## config.mk

```make
export PLATFORM = sky130hd
export DESIGN_NAME = hazard_redirect_ctrl
export DESIGN_NICKNAME = d
export VERILOG_FILES = /design/src/rtl/hazard_redirect_ctrl.sv
export SDC_FILE = /design/constraint.sdc
export NUM_CORES = 1
export LEC_CHECK = 0
export ABC_AREA = 1
export CORE_AREA = 3 3 65 67
export DETAILED_ROUTE_END_ITERATION = 8
export DIE_AREA = 0 0 68 70
export PLACE_DENSITY = 0.84
export SETUP_SLACK_MARGIN = 0.4
export SLEW_MARGIN = 20
export SYNTH_ARGS = -nofsm -noshare
export SYNTH_HDL_FRONTEND = slang
export SYNTH_SLANG_ARGS = --single-unit
```

## constraint.sdc

```tcl
create_clock -name clk -period 1.6 [get_ports clk]
set_clock_uncertainty 0.1 [all_clocks]
set_input_delay 0.48 -clock clk [delete_from_list [all_inputs] [get_ports clk]]
set_output_delay 0.48 -clock clk [all_outputs]
set_load 0.02 [all_outputs]
```

## src/rtl/hazard_redirect_ctrl.sv

```systemverilog
// hazard_redirect_ctrl: stall/flush sequencing for the 5-stage RV32I pipeline.
// Resolves data-memory stalls, EX redirects and load-use hazards, in that
// order of priority, and drives every stage write enable and flush.
// Optional build macro: HAZARD_STATS_EN adds free-running event counters.
module hazard_redirect_ctrl #(
    parameter int IMEM_LAT = 1,
    parameter int XLEN     = 32
) (
    input  logic            clk,
    input  logic            rst_n,
    input  logic            ex_redirect,
    input  logic [XLEN-1:0] ex_target,
    input  logic [4:0]      id_rs1,
    input  logic [4:0]      id_rs2,
    input  logic            id_use_rs1,
    input  logic            id_use_rs2,
    input  logic [4:0]      ex_rd,
    input  logic            ex_mem_read,
    input  logic            dmem_req,
    input  logic            dmem_ready,
    output logic            pc_we,
    output logic            pc_sel,
    output logic [XLEN-1:0] pc_target,
    output logic            ifid_we,
    output logic            ifid_flush,
    output logic            idex_we,
    output logic            idex_flush,
    output logic            exmem_we,
    output logic [1:0]      ctrl_state
`ifdef HAZARD_STATS_EN
    ,
    output logic [31:0]     redirect_cnt,
    output logic [31:0]     lu_stall_cnt,
    output logic [31:0]     mem_stall_cnt
`endif
);

    typedef enum logic [1:0] {
        ST_RUN      = 2'd0,
        ST_FLUSH    = 2'd1,
        ST_LU_STALL = 2'd2,
        ST_MEM_WAIT = 2'd3
    } state_e;

    state_e     state_q, state_d;
    state_e     saved_state_q, saved_state_d;
    state_e     eff_state;
    logic [2:0] flush_cnt_q, flush_cnt_d;

    logic mem_stall;
    logic rs1_hit;
    logic rs2_hit;
    logic load_use;
    logic redirect_go;
    logic lu_go;

    // While waiting on memory the cycle is judged as the state we stalled in.
    assign eff_state   = (state_q == ST_MEM_WAIT) ? saved_state_q : state_q;
    assign mem_stall   = dmem_req & ~dmem_ready;
    assign rs1_hit     = id_use_rs1 & (id_rs1 == ex_rd);
    assign rs2_hit     = id_use_rs2 & (id_rs2 == ex_rd);
    assign load_use    = ex_mem_read & (ex_rd != 5'd0) & (rs1_hit | rs2_hit)
                         & (eff_state == ST_RUN);
    assign redirect_go = ~mem_stall & ex_redirect;
    assign lu_go       = ~mem_stall & ~ex_redirect & load_use;
    assign ctrl_state  = state_q;

    // State register, saved pre-stall state and post-redirect flush counter.
    always_ff @(posedge clk or negedge rst_n) begin
        if (!rst_n) begin
            state_q       <= ST_RUN;
            saved_state_q <= ST_RUN;
            flush_cnt_q   <= 3'd0;
        end else begin
            state_q       <= state_d;
            saved_state_q <= saved_state_d;
            flush_cnt_q   <= flush_cnt_d;
        end
    end

    // Next-state selection: memory stall freezes everything, then redirect, then load-use.
    always_comb begin
        state_d       = state_q;
        saved_state_d = saved_state_q;
        flush_cnt_d   = flush_cnt_q;
        if (mem_stall) begin
            state_d       = ST_MEM_WAIT;
            saved_state_d = eff_state;
        end else if (ex_redirect) begin
            if (IMEM_LAT > 0) begin
                state_d     = ST_FLUSH;
                flush_cnt_d = 3'(IMEM_LAT);
            end else begin
                state_d     = ST_RUN;
                flush_cnt_d = 3'd0;
            end
        end else begin
            case (eff_state)
                ST_FLUSH: begin
                    flush_cnt_d = flush_cnt_q - 3'd1;
                    state_d     = (flush_cnt_q == 3'd1) ? ST_RUN : ST_FLUSH;
                end
                ST_LU_STALL: state_d = ST_RUN;
                ST_RUN:      state_d = load_use ? ST_LU_STALL : ST_RUN;
                default:     state_d = ST_RUN;
            endcase
        end
    end

    // Stage enables and flushes; reset forces bubbles into IF/ID and ID/EX.
    always_comb begin
        pc_we      = 1'b1;
        pc_sel     = 1'b0;
        pc_target  = '0;
        ifid_we    = 1'b1;
        ifid_flush = 1'b0;
        idex_we    = 1'b1;
        idex_flush = 1'b0;
        exmem_we   = 1'b1;
        if (!rst_n) begin
            pc_we      = 1'b0;
            ifid_we    = 1'b0;
            idex_we    = 1'b0;
            exmem_we   = 1'b0;
            ifid_flush = 1'b1;
            idex_flush = 1'b1;
        end else if (mem_stall) begin
            pc_we    = 1'b0;
            ifid_we  = 1'b0;
            idex_we  = 1'b0;
            exmem_we = 1'b0;
        end else if (ex_redirect) begin
            pc_sel     = 1'b1;
            pc_target  = ex_target;
            ifid_flush = 1'b1;
            idex_flush = 1'b1;
        end else if (eff_state == ST_FLUSH) begin
            ifid_flush = 1'b1;
        end else if (load_use) begin
            pc_we      = 1'b0;
            ifid_we    = 1'b0;
            idex_flush = 1'b1;
        end
    end

`ifdef HAZARD_STATS_EN
    logic [31:0] redirect_cnt_q, redirect_cnt_d;
    logic [31:0] lu_stall_cnt_q, lu_stall_cnt_d;
    logic [31:0] mem_stall_cnt_q, mem_stall_cnt_d;

    // One count per cycle of each acted-upon event; wraps naturally at 2^32.
    always_comb begin
        redirect_cnt_d  = redirect_cnt_q + {31'd0, redirect_go};
        lu_stall_cnt_d  = lu_stall_cnt_q + {31'd0, lu_go};
        mem_stall_cnt_d = mem_stall_cnt_q + {31'd0, mem_stall};
    end

    // Event counter registers.
    always_ff @(posedge clk or negedge rst_n) begin
        if (!rst_n) begin
            redirect_cnt_q  <= 32'd0;
            lu_stall_cnt_q  <= 32'd0;
            mem_stall_cnt_q <= 32'd0;
        end else begin
            redirect_cnt_q  <= redirect_cnt_d;
            lu_stall_cnt_q  <= lu_stall_cnt_d;
            mem_stall_cnt_q <= mem_stall_cnt_d;
        end
    end

    assign redirect_cnt  = redirect_cnt_q;
    assign lu_stall_cnt  = lu_stall_cnt_q;
    assign mem_stall_cnt = mem_stall_cnt_q;
`else
    logic unused_events;
    assign unused_events = redirect_go ^ lu_go;
`endif

endmodule

```

==> impl_metrics.json <==
{
  "status": "complete, but fails checks",
  "violations": "negative setup slack",
  "ant_nets": 0,
  "avgSynthCellArea_um2": 5.41,
  "rows": 22,
  "rsz0062_at_grt": "yes",
  "grt_first_pass_wirelength_mm": 6.59,
  "crit_type": "in2out",
  "grt_usage_pct": 17.4,
  "cts_made_buffers": 3,
  "rr_worst_depth": 11,
  "area_delta_synth_final_pct": 184,
  "slew-limit-headroom_pct": 89.3,
  "post-route-period-util_pct": 134,
  "drt_iter0_markers": 18,
  "async_reset_ff_share_pct": 100,
  "r2r_end": "ctrl_state[0]",
  "layout.cells.non_filler": 362,
  "nNetsFinal": 372,
  "worstPathArrival_ns": 1.56,
  "grt_max_degree": 10,
  "drt_pre_antenna_iters": 4,
  "min_path_type": "in2async",
  "synth_warnings": 0,
  "clk_path_buf_depth": 2,
  "fmax_mhz": 467,
  "ys_top_cells_by_count": "57 x inv_1, 43 x nand2_1, 37 x nor2_1, 8 x nor2_2, 7 x dfrtp_1",
  "tritoncts": "yes",
  "period_minus_slack_ns": 2.14,
  "placed_cells": 337,
  "layout_setup_ws_ns": -0.540,
  "die_w_um": 68,
  "htreeDepth": 1,
  "place.gp.congestion": 0.782,
  "netlist.area_leader.share_pct": 21.8,
  "cts_root_buffer": "clkbuf_8",
  "r2r_start": "saved_state_q[1]",
  "cts_sinks": 7,
  "tightest_slew_ns": 0.159,
  "antenna_found_initial": 0,
  "start_util_pct": 26.6,
  "setup_viol": 40,
  "clk_pin_slew_ns": 0.04,
  "end_kind": "output pin",
  "drt-total-wl_mm": 4.49,
  "synth_nets": 238,
  "diodes": 0,
  "hold_viol": 0,
  "dp_worst_setup_slack_ns": -1.29,
  "fp.dieArea_um2": 4760,
  "drc": 0,
  "wl_per_cell_um": 12.4,
  "yosysMostFrequentCell": "inv_1",
  "vdd_ir_drop_max_mv": 0.926,
  "synthCells": 181,
  "grt_overflow_total": 0,
  "vias": 1518,
  "worst_setup_path_start_kind": "input port",
  "cap_violations": 0,
  "ys_types": 19,
  "critPathRequiredTime_ns": 1.02,
  "dp_hpwl_mm": 3.05,
  "hold_ws_ns": 0.0904,
  "synthFlopType": "dfrtp_1",
  "utilization_pct": 75.5,
  "power.density_nw_per_um2": 609,
  "yosys-top-cells-area": "inv_1 22%, dfrtp_1 18%, nand2_1 16%",
  "via_per_inst": 4.19,
  "synth_edf_count": 0,
  "crit_fanout": 6,
  "synth_area_leader_cell": "inv_1",
  "ys_seq_area_share_pct": 17.9,
  "p_leak_nw": 1.43,
  "die_y_um": 70,
  "synth-seq-cells": 7,
  "r2r_setup_slack_ns": -0.19,
  "io_buffers": 95,
  "grt_pass1_vias": 1510,
  "boundaryPins": 96,
  "clk_latency_ns": 0.24,
  "core_area_um2": 3690,
  "setup_tns_ns": -17.07,
  "drv_slew": 0,
  "netlist_area_um2": 980,
  "layout-drive-gt1-share_pct": 58.0
}
## worst max-delay path, stage by stage
cell and delay, ns:
buf_6 0.09, inv_4 0.04, nor2_4 0.04, nor2_4 0.11
inv_2 0.06, nor2_4 0.15, inv_6 0.08, buf_6 0.13
buf_16 0.13, nor2_4 0.10, buf_6 0.12
## worst max path at each step
stage,startpoint,endpoint,slack (ns),cells after the start
after floorplan,ex_redirect,pc_target[21],-0.29,7
after global placement,ex_rd[2],idex_flush,-1.23,10
after detailed placement,ex_rd[2],ifid_we,-1.29,11
after CTS,dmem_req,pc_target[25],-0.54,11
after global routing,dmem_req,pc_target[25],-0.58,11
final,dmem_req,pc_target[25],-0.54,11
## power by group
group | internal [mW] | switching (mW) | leakage, nW | total, mW
sequential | 0.232 | 0.0473 | 0.0844 | 0.279
combinational | 0.615 | 0.533 | 1.33 | 1.15
clock | 0.174 | 0.0948 | 0.0228 | 0.269
## cells in the final DEF, fill, tap and decap left out, drive strengths merged
cell	Yosys	layout
ha	2	2
nand3	5	5
clkdlybuf4s15	0	1
nor3	1	1
dlygate4sd2	0	2
o21ai	5	5
dfrtp	7	7
buf	5	99
nor2	51	51
clkdlybuf4s50	0	32
a21oi	2	2
nand2	43	43
inv	59	58
nand3b	1	1
clkbuf	0	4
clkinvlp	0	1
## kinds of logic (layout without fill, tap and decap cells)
logic type	after synthesis	after routing	synth area share, %
simple gates	101	101	46.5
buf+inv	64	197	28.7
compound gates	7	7	4.34
flops	7	7	17.9
fa+ha+maj	2	2	2.55
## stage by stage
| stage | total power [mW] | cell area (µm²) |
|---|---|---|
| 5_1_grt | 1.80 | 2780 |
| 3_3_place_gp | 1.00 | 2370 |
| 4_1_cts | 1.51 | 2660 |
| 6_report | 1.70 | 2780 |
| 3_5_place_dp | 1.02 | 2370 |
| 2_1_floorplan | 0.655 | 1250 |
## repair_timing
item	CTS	global route
hold buffers	0	0
setup endpoints to repair	48	47
gates cloned	2	0
pin swaps	33	7
buffers inserted	12	7
gates resized for setup	363	23
## area by class of cell
class,count,area [µm²]
inverters,59,270
repair buffers,134,1390
fillers,276,905
flip-flops and latches,7,178
clock buffers,4,45.0
multi-input cells,110,838
well taps,48,60.1
## layer usage
layer  track usage (%)  share of wire [%]
met5                 0                  0
met4              2.65                1.6
met3              4.50                 11
met2              34.4                 56
met1              17.5                 32
## state kept, by name, summed over array words and instances, names as in the netlist
register       count
ctrl_state         2
flush_cnt_q        3
saved_state_q      2
No activity file was read; power rests on OpenSTA's default activity.
